<file path="src/rtl/i2c_frame_sequencer_if.sv">
// Handshake and status bundle between a frame requester and the I2C frame sequencer.
`timescale 1ns/1ps

interface i2c_frame_sequencer_if #(
    parameter int unsigned LW = 8
) ();
    logic          start;
    logic [LW-1:0] len;
    logic          tick;
    logic          abort;
    logic          sda_in;
    logic          busy;
    logic [2:0]    phase;
    logic [2:0]    bit_idx;
    logic [LW-1:0] byte_idx;
    logic          ack_stb;
    logic          ack_err;
    logic          done;

    modport master (
        output start, len, tick, abort, sda_in,
        input  busy, phase, bit_idx, byte_idx, ack_stb, ack_err, done
    );

    modport slave (
        input  start, len, tick, abort, sda_in,
        output busy, phase, bit_idx, byte_idx, ack_stb, ack_err, done
    );
endinterface

</file>
<file path="src/rtl/i2c_frame_sequencer.sv">
// I2C frame sequencer: walks START, 8 data bits + ACK per byte, STOP, paced by a bit-rate tick.
`timescale 1ns/1ps

module i2c_frame_sequencer #(
    parameter int unsigned MAX_BYTES    = 8,
    parameter bit          STOP_ON_NACK = 1'b1,
    parameter int unsigned LW           = 8
) (
    input  logic                   clk_i,
    input  logic                   reset_i,
    i2c_frame_sequencer_if.slave   bus
);

    typedef enum logic [2:0] {
        S_IDLE  = 3'd0,
        S_START = 3'd1,
        S_DATA  = 3'd2,
        S_ACK   = 3'd3,
        S_STOP  = 3'd4
    } state_e;

    state_e        state_q, state_d;
    logic          busy_q, busy_d;
    logic [2:0]    bit_q, bit_d;
    logic [LW-1:0] byte_q, byte_d;
    logic [LW-1:0] len_q, len_d;
    logic          ack_stb_q, ack_stb_d;
    logic          ack_err_q, ack_err_d;
    logic          done_q, done_d;

    // State and output registers; async active-high reset abandons any frame in flight.
    always_ff @(posedge clk_i or posedge reset_i) begin
        if (reset_i) begin
            state_q   <= S_IDLE;
            busy_q    <= 1'b0;
            bit_q     <= 3'd7;
            byte_q    <= '0;
            len_q     <= '0;
            ack_stb_q <= 1'b0;
            ack_err_q <= 1'b0;
            done_q    <= 1'b0;
        end else begin
            state_q   <= state_d;
            busy_q    <= busy_d;
            bit_q     <= bit_d;
            byte_q    <= byte_d;
            len_q     <= len_d;
            ack_stb_q <= ack_stb_d;
            ack_err_q <= ack_err_d;
            done_q    <= done_d;
        end
    end

    // Next-state and next-output logic; ABORT outranks TICK in every busy data-path state.
    always_comb begin
        state_d   = state_q;
        bit_d     = bit_q;
        byte_d    = byte_q;
        len_d     = len_q;
        ack_err_d = ack_err_q;
        ack_stb_d = 1'b0;
        done_d    = 1'b0;

        case (state_q)
            S_IDLE: begin
                // The DONE cycle still belongs to the finished frame, so START is not taken then.
                if (bus.start && !done_q) begin
                    state_d   = S_START;
                    len_d     = (bus.len > LW'(MAX_BYTES)) ? LW'(MAX_BYTES) : bus.len;
                    ack_err_d = 1'b0;
                    byte_d    = '0;
                    bit_d     = 3'd7;
                end
            end
            S_START: begin
                if (bus.abort) begin
                    state_d = S_STOP;
                end else if (bus.tick) begin
                    state_d = (len_q == '0) ? S_STOP : S_DATA;
                end
            end
            S_DATA: begin
                if (bus.abort) begin
                    state_d = S_STOP;
                end else if (bus.tick) begin
                    if (bit_q == 3'd0) begin
                        state_d = S_ACK;
                        bit_d   = 3'd7;
                    end else begin
                        bit_d   = bit_q - 3'd1;
                    end
                end
            end
            S_ACK: begin
                if (bus.abort) begin
                    state_d = S_STOP;
                end else if (bus.tick) begin
                    ack_stb_d = 1'b1;
                    if (bus.sda_in) begin
                        ack_err_d = 1'b1;
                    end
                    if (bus.sda_in && STOP_ON_NACK) begin
                        state_d = S_STOP;
                    end else if (byte_q == len_q - LW'(1)) begin
                        state_d = S_STOP;
                    end else begin
                        byte_d  = byte_q + LW'(1);
                        state_d = S_DATA;
                    end
                end
            end
            S_STOP: begin
                if (bus.tick) begin
                    state_d = S_IDLE;
                    done_d  = 1'b1;
                end
            end
            default: begin
                state_d = S_IDLE;
            end
        endcase

        busy_d = (state_d != S_IDLE);
    end

    assign bus.busy     = busy_q;
    assign bus.phase    = state_q;
    assign bus.bit_idx  = bit_q;
    assign bus.byte_idx = byte_q;
    assign bus.ack_stb  = ack_stb_q;
    assign bus.ack_err  = ack_err_q;
    assign bus.done     = done_q;

endmodule
</file>
<file path="src/flat_wrapper.sv">
// flat-port wrapper written by rule: the top's interface ports become plain ports
module i2c_frame_sequencer_flat 
#(
    parameter int unsigned MAX_BYTES    = 8,
    parameter bit          STOP_ON_NACK = 1'b1,
    parameter int unsigned LW           = 8
)
  (clk_i, reset_i, bus_start, bus_len, bus_tick, bus_abort, bus_sda_in, bus_busy, bus_phase, bus_bit_idx, bus_byte_idx, bus_ack_stb, bus_ack_err, bus_done);
  i2c_frame_sequencer_if #(.LW(LW)) bus_i ();
  input  logic clk_i;
  input  logic reset_i;
  input wire logic [$bits(bus_i.start)-1:0] bus_start;
  input wire logic [$bits(bus_i.len)-1:0] bus_len;
  input wire logic [$bits(bus_i.tick)-1:0] bus_tick;
  input wire logic [$bits(bus_i.abort)-1:0] bus_abort;
  input wire logic [$bits(bus_i.sda_in)-1:0] bus_sda_in;
  output wire logic [$bits(bus_i.busy)-1:0] bus_busy;
  output wire logic [$bits(bus_i.phase)-1:0] bus_phase;
  output wire logic [$bits(bus_i.bit_idx)-1:0] bus_bit_idx;
  output wire logic [$bits(bus_i.byte_idx)-1:0] bus_byte_idx;
  output wire logic [$bits(bus_i.ack_stb)-1:0] bus_ack_stb;
  output wire logic [$bits(bus_i.ack_err)-1:0] bus_ack_err;
  output wire logic [$bits(bus_i.done)-1:0] bus_done;
  assign bus_i.start = bus_start;
  assign bus_i.len = bus_len;
  assign bus_i.tick = bus_tick;
  assign bus_i.abort = bus_abort;
  assign bus_i.sda_in = bus_sda_in;
  assign bus_busy = bus_i.busy;
  assign bus_phase = bus_i.phase;
  assign bus_bit_idx = bus_i.bit_idx;
  assign bus_byte_idx = bus_i.byte_idx;
  assign bus_ack_stb = bus_i.ack_stb;
  assign bus_ack_err = bus_i.ack_err;
  assign bus_done = bus_i.done;
  i2c_frame_sequencer #(.MAX_BYTES(MAX_BYTES), .STOP_ON_NACK(STOP_ON_NACK), .LW(LW)) u_core (.clk_i(clk_i), .reset_i(reset_i), .bus(bus_i));
endmodule
</file>
<file path="config.mk">
export PLATFORM = sky130hd
export DESIGN_NAME = i2c_frame_sequencer_flat
export DESIGN_NICKNAME = d
export VERILOG_FILES = /design/src/rtl/i2c_frame_sequencer_if.sv /design/src/rtl/i2c_frame_sequencer.sv /design/src/flat_wrapper.sv
export SDC_FILE = /design/constraint.sdc
export NUM_CORES = 1
export LEC_CHECK = 0
export BUFFER_PORTS_ARGS = -buffer_cell sky130_fd_sc_hd__buf_2
export CAP_MARGIN = 20
export CORE_ASPECT_RATIO = 1.5
export CORE_MARGIN = 2
export CORE_UTILIZATION = 49
export DETAILED_ROUTE_END_ITERATION = 7
export PLACE_DENSITY = 0.87
export RECOVER_POWER = 100
export SETUP_SLACK_MARGIN = 0.5
export SYNTH_ARGS = -nofsm -noshare
export SYNTH_HDL_FRONTEND = slang
export SYNTH_SLANG_ARGS = --single-unit
</file>
<file path="constraint.sdc">
create_clock -name clk_i -period 2.54 [get_ports clk_i]
set_clock_uncertainty 0.1 [all_clocks]
set_input_delay 0.254 -clock clk_i [delete_from_list [all_inputs] [get_ports clk_i]]
set_output_delay 0.254 -clock clk_i [all_outputs]
set_load 0.03 [all_outputs]
</file>
* Word-level counts from Yosys, hierarchy flattened
Cells that the tools add are included.
** Word-level totals
- Bits in registers :: 26
- Bits of input ports :: 14
- Output and inout bits :: 18
- Word-level logic and storage cells :: 71
** Operators by class
- Add/sub/neg operators :: 3
- Magnitude comparators :: 1
- Equality and inequality tests :: 13
- Muxes and demuxes :: 34
- Reductions and logical operators :: 12
** Operator list (count)
- 3-bit two-way mux :: 16
- 8-bit two-way mux :: 6
- 8-bit case mux with 2 select lines :: 1
- 3-bit case mux with 5 select lines :: 1
- 2-bit inequality test, second input constant :: 7
- 8-bit by 1-bit adder with 8-bit output, second input constant :: 1
- 8-bit equality test :: 1
- 8-bit by 4-bit greater-than comparator with 1-bit output, second input constant :: 1
- 8-bit zero test :: 1
- 1-bit two-way mux :: 8
- 8-bit by 1-bit subtractor with 8-bit output, second input constant :: 1
- 3-bit by 2-bit equality test with 1-bit output, second input constant :: 2
- 3-bit zero test :: 2
- 3-bit case mux with 2 select lines :: 1
- 6-bit AND reduction :: 1
- 5-bit AND reduction :: 1
- 4-bit AND reduction :: 1
- 2-bit nonzero test :: 2
- 3-bit by 1-bit equality test with 1-bit output, second input constant :: 1
- 3-bit equality test, second input constant :: 1
- 3-bit nonzero test :: 1
- 3-bit by 1-bit subtractor with 3-bit output, second input constant :: 1
- 2-bit by 1-bit inequality test with 1-bit output, second input constant :: 1
- 1-bit case mux with 2 select lines :: 1
- 3 further kinds :: 3

* Logic depth before layout (Yosys ltp)
- Depth in word-level cells :: 8
- Gate-level depth with buffers :: 10

* Worst setup path after synthesis
Ideal clock, no wire load.
- Path kind :: register to register
- Start point :: register u_core.len_q[0]
- End point :: register u_core.busy_q (netlist: u_core.bus.busy)
- Arrival :: 2.247 ns
- Required time :: 2.309 ns
- Path slack :: 0.062 ns
- Cell stages (with the launch flop) :: 11
- Period minus slack after synthesis :: 2.478 ns
- Cells stage by stage :: dfrtp_1 > inv_1 > ha_1 > clkbuf_1 > or4_1 > mux2i_1 > o21ai_1 > a2bb2oi_2 > nand2_1 > o211a_1 > or3_1
** Between the ends
- Word-level cells in the longest chain between the ends :: 8
- Elaborated cells between the ends (all ways) :: 12
** RTL lines
- start, declared :: line i2c_frame_sequencer.sv:26 : logic [LW-1:0] len_q, len_d;
- start signal, assigned :: line i2c_frame_sequencer.sv:47 : len_q <= len_d;
- 8-bit by 1-bit subtractor with 8-bit output :: line i2c_frame_sequencer.sv:104 : end else if (byte_q == len_q - LW'(1)) begin
- 8-bit equality test :: line i2c_frame_sequencer.sv:104
- 3-bit two-way mux :: line i2c_frame_sequencer.sv:104
- 3-bit two-way mux :: line i2c_frame_sequencer.sv:102 : if (bus.sda_in && STOP_ON_NACK) begin
- 3-bit two-way mux :: line i2c_frame_sequencer.sv:97 : end else if (bus.tick) begin
- 3-bit two-way mux :: line i2c_frame_sequencer.sv:95 : if (bus.abort) begin
- 3-bit case mux with 5 select lines * :: line i2c_frame_sequencer.sv:64 : case (state_q)
- net u_core.state_d[1] :: line i2c_frame_sequencer.sv:22 : state_e state_q, state_d;
- 3-bit nonzero test * :: line i2c_frame_sequencer.sv:123 : busy_d = (state_d != S_IDLE);
- net u_core.busy_d :: line i2c_frame_sequencer.sv:23 : logic busy_q, busy_d;
- end signal, assigned :: line i2c_frame_sequencer.sv:44 : busy_q <= busy_d;
- end, declared :: line i2c_frame_sequencer.sv:23
Mark *: on every way through the listed nets, which the timed path passes. The rest lies on a longest branch.
A chain may end at the register's enable or synchronous reset.

* Final worst setup path
- Start point :: register u_core.len_q[1]
- End point :: register u_core.byte_q[3] (netlist: u_core.bus.byte_idx[3])
** Between the ends
- Word-level cells in the longest chain between the ends :: 4
** RTL lines
- 8-bit by 1-bit subtractor with 8-bit output :: line i2c_frame_sequencer.sv:104
- 8-bit equality test :: line i2c_frame_sequencer.sv:104
- 2-bit inequality test (no source line)
- 6-bit AND reduction (no source line)
- end signal, assigned :: line i2c_frame_sequencer.sv:46 : byte_q <= byte_d;
- end, declared :: line i2c_frame_sequencer.sv:25 : logic [LW-1:0] byte_q, byte_d;
Every way passes these cells.

==> metrics.txt <==
Nets=approximately 230; asr flop ratio synth=100%; Crit. End Element=flip-flop; slew margin rel.=58.0%; peak supply drop=around 0.4 mV; Ys Warns=0; hold_ws=95.7 ps; area delta synth->final=24.2%; net count after synthesis=189; worst-skew pair later-pin latency=270 ps; Max Slew Vio Count=0; Hold Vio Cnt, Final=0; leak pwr=0.941 nW; dpl hpwl=2.63 mm; Crit Path Max Fanout=5; pre-CTS WS=between 80 and 90 ps; routed length per placed instance=15.8 um; antenna cells=0; startpoint types=flip-flop; R2R cell count=10; root cell of the clock tree=clkbuf_8; maxcap violations=0; vias in the first global route=1,341; Final setup viols=0; io pins=32; Die W=50.0 um; share of layout cells above drive strength 1=between 20% and 30%; Hold Path Origin=bus_len[2]; CTS HTree Levels=1; remaining antenna violation count=0; initial antenna violation count=0; first-pass GRT wire length=around 6 mm; drt pass-1 iters=5; Port Buffers=31; Multi-input gate area=880 um^2; Final min period=2370 ps; EDFF count, synth=0; final global-route overflow total=0; Post-Route Setup TNS=0 ps; number of library cell types mapped by synthesis=40; crit path kind=reg -> reg; RSZ-0062 raised after global routing=yes; Via density=5.70; Starting Density=50.2%; Hold Path Class=in -> reg; gr usage total=22.1%; commonest non-fill, non-tap cell in the layout=nand2_1; Crit path arrival time=2480 ps; Post-Syn Area per Cell=9.14 um^2; CP Data Required Time=2640 ps; sequential element share of the synthesized area=42.1%; r2r startpoint=u_core.len_q[1]; CTS sink cnt=26; most frequent cells in the layout=24 x nand2_1, 20 x clkbuf_1, 20 x dfrtp_1; Cell Count, Final, Fillers Out=around 250; ys flop type=dfrtp_1; Synth Cell Area=1550 um^2; Max Clk Rate=421 MHz; R2R Path End=u_core.bus.byte_idx[3]; die area=3650 um^2; filler instances=267; DRC Markers=0; CTS tree=built; post-route setup slack=roughly 170 ps; post-synthesis cell count=170; Final Cycle Share=between 90% and 100%; CTS Buf Count=3; Seq. cell area=658 um^2; core area=3100 um^2; Die Y=73.0 um; num rows=25; initial DRC count=82; Routed WL=roughly 4 mm; Clock transition at path regs=90 ps; Worst Hold End=u_core.len_q[2]; Hold Path Cell Cnt=2; outcome=complete, no violations; Placed Cells=237; PwrDens=652 nW/um^2; Worst R2R Setup Slack=170 ps; Final Util=62.3%; Worst-Margin Slew=about 630 ps; GP Congestion=0.924; via count=1,442; Seq cells post-synth=26; largest net degree at the start of global routing=18; Clock Tree Buf Depth=2
## how the worst max path moves through the flow
stage / startpoint / endpoint / slack [ps] / cells past startpoint
after floorplan: u_core.len_q[0] / u_core.bus.busy / 140 / 10
after global placement: u_core.len_q[0] / u_core.bus.busy / 130 / 9
after detailed placement: u_core.len_q[1] / u_core.bus.busy / 80 / 9
after CTS: u_core.len_q[1] / u_core.bus.busy / 220 / 8
after global routing: u_core.len_q[1] / u_core.bus.byte_idx[2] / 60 / 12
final: u_core.len_q[1] / u_core.bus.byte_idx[3] / 170 / 10
## registers in the layout, summed over array words and instances (netlist names)
register,flops
u_core.bus.byte_idx,8
u_core.bus.phase,3
u_core.bus.ack_stb,1
u_core.bus.busy,1
u_core.bus.done,1
u_core.bus.ack_err,1
u_core.len_q,8
u_core.bus.bit_idx,3
## critical path, cell delays in order (launching register included)
cell and delay (ps):
dfrtp_1 410, buf_4 170, or4_1 480, mux2i_1 130, o21ai_0 130, a2bb2oi_2 190, clkbuf_4 160, a21oi_1 70
buf_4 180, nand4_1 110, mux2i_1 170
## cell type report
| type | count | share of cell area [%] |
|---|---|---|
| clock buffer | 4 | 2.85 |
| tap | 40 | 2.59 |
| multi-input combinational | 126 | 45.6 |
| inverter | 9 | 1.75 |
| sequential | 26 | 34.1 |
| timing repair buffer | 48 | 13.1 |
## routing by layer
layer,GRT usage [%],vias up,wire length (um)
li1,-,678,-
met1,25.3,678,1510
met2,39.0,66,2110
met3,2.46,20,210
met4,12.7,0,179
met5,0,-,0
## through the flow
stage,area (um^2),total power [mW]
finish,1930,1.26
global placement,1770,0.963
floorplan,1580,0.854
detailed placement,1770,0.975
global route,1930,1.33
CTS,1920,1.26
## what timing repair did
action / 4_1_cts / 5_1_grt
resized for setup: 10 / 7
pin swaps: 5 / 9
buffers inserted: 7 / 4
endpoints found under the setup margin: 11 / 11
hold buffers: 1 / 0
endpoints found under the hold margin: 13 / 0
## logic make-up after synthesis
| group | synth area share [%] |
|---|---|
| flip-flops | 42.1 |
| multiplexers | 6.52 |
| AND/OR/NAND/NOR | 25.4 |
| adder cells (fa/ha/maj) | 4.03 |
| buffers and inverters | 4.59 |
| AO/OA/AOI/OAI | 11.8 |
| XOR/XNOR | 5.64 |
## power by group
part           internal, mW  total, mW  switching [mW]
clock                 0.139      0.267           0.129
sequential            0.467      0.534          0.0674
combinational         0.165      0.457           0.292
total                 0.770       1.26           0.489
## cells in the mapped netlist, types with 3 or more instances
master    count  area (um^2)
xnor2_1       5         43.8
inv_1         9         33.8
nor3_1        6         30.0
dfstp_2       3         78.8
a21oi_1       4         20.0
dfrtp_1      23          576
nand2_1      25         93.8
o211ai_1      3         22.5
o21ai_0       8         40.0
and2_1        5         31.3
a211oi_1      3         22.5
nand3_1       6         30.0
buf_2         3         15.0
xor2_1        5         43.8
nor2b_1       3         18.8
mux2i_1       9         90.1
nor2_1       11         41.3
clkbuf_1      6         22.5
and3_1        4         25.0
ha_1          5         62.6
No activity file was read; power rests on OpenSTA's default activity.
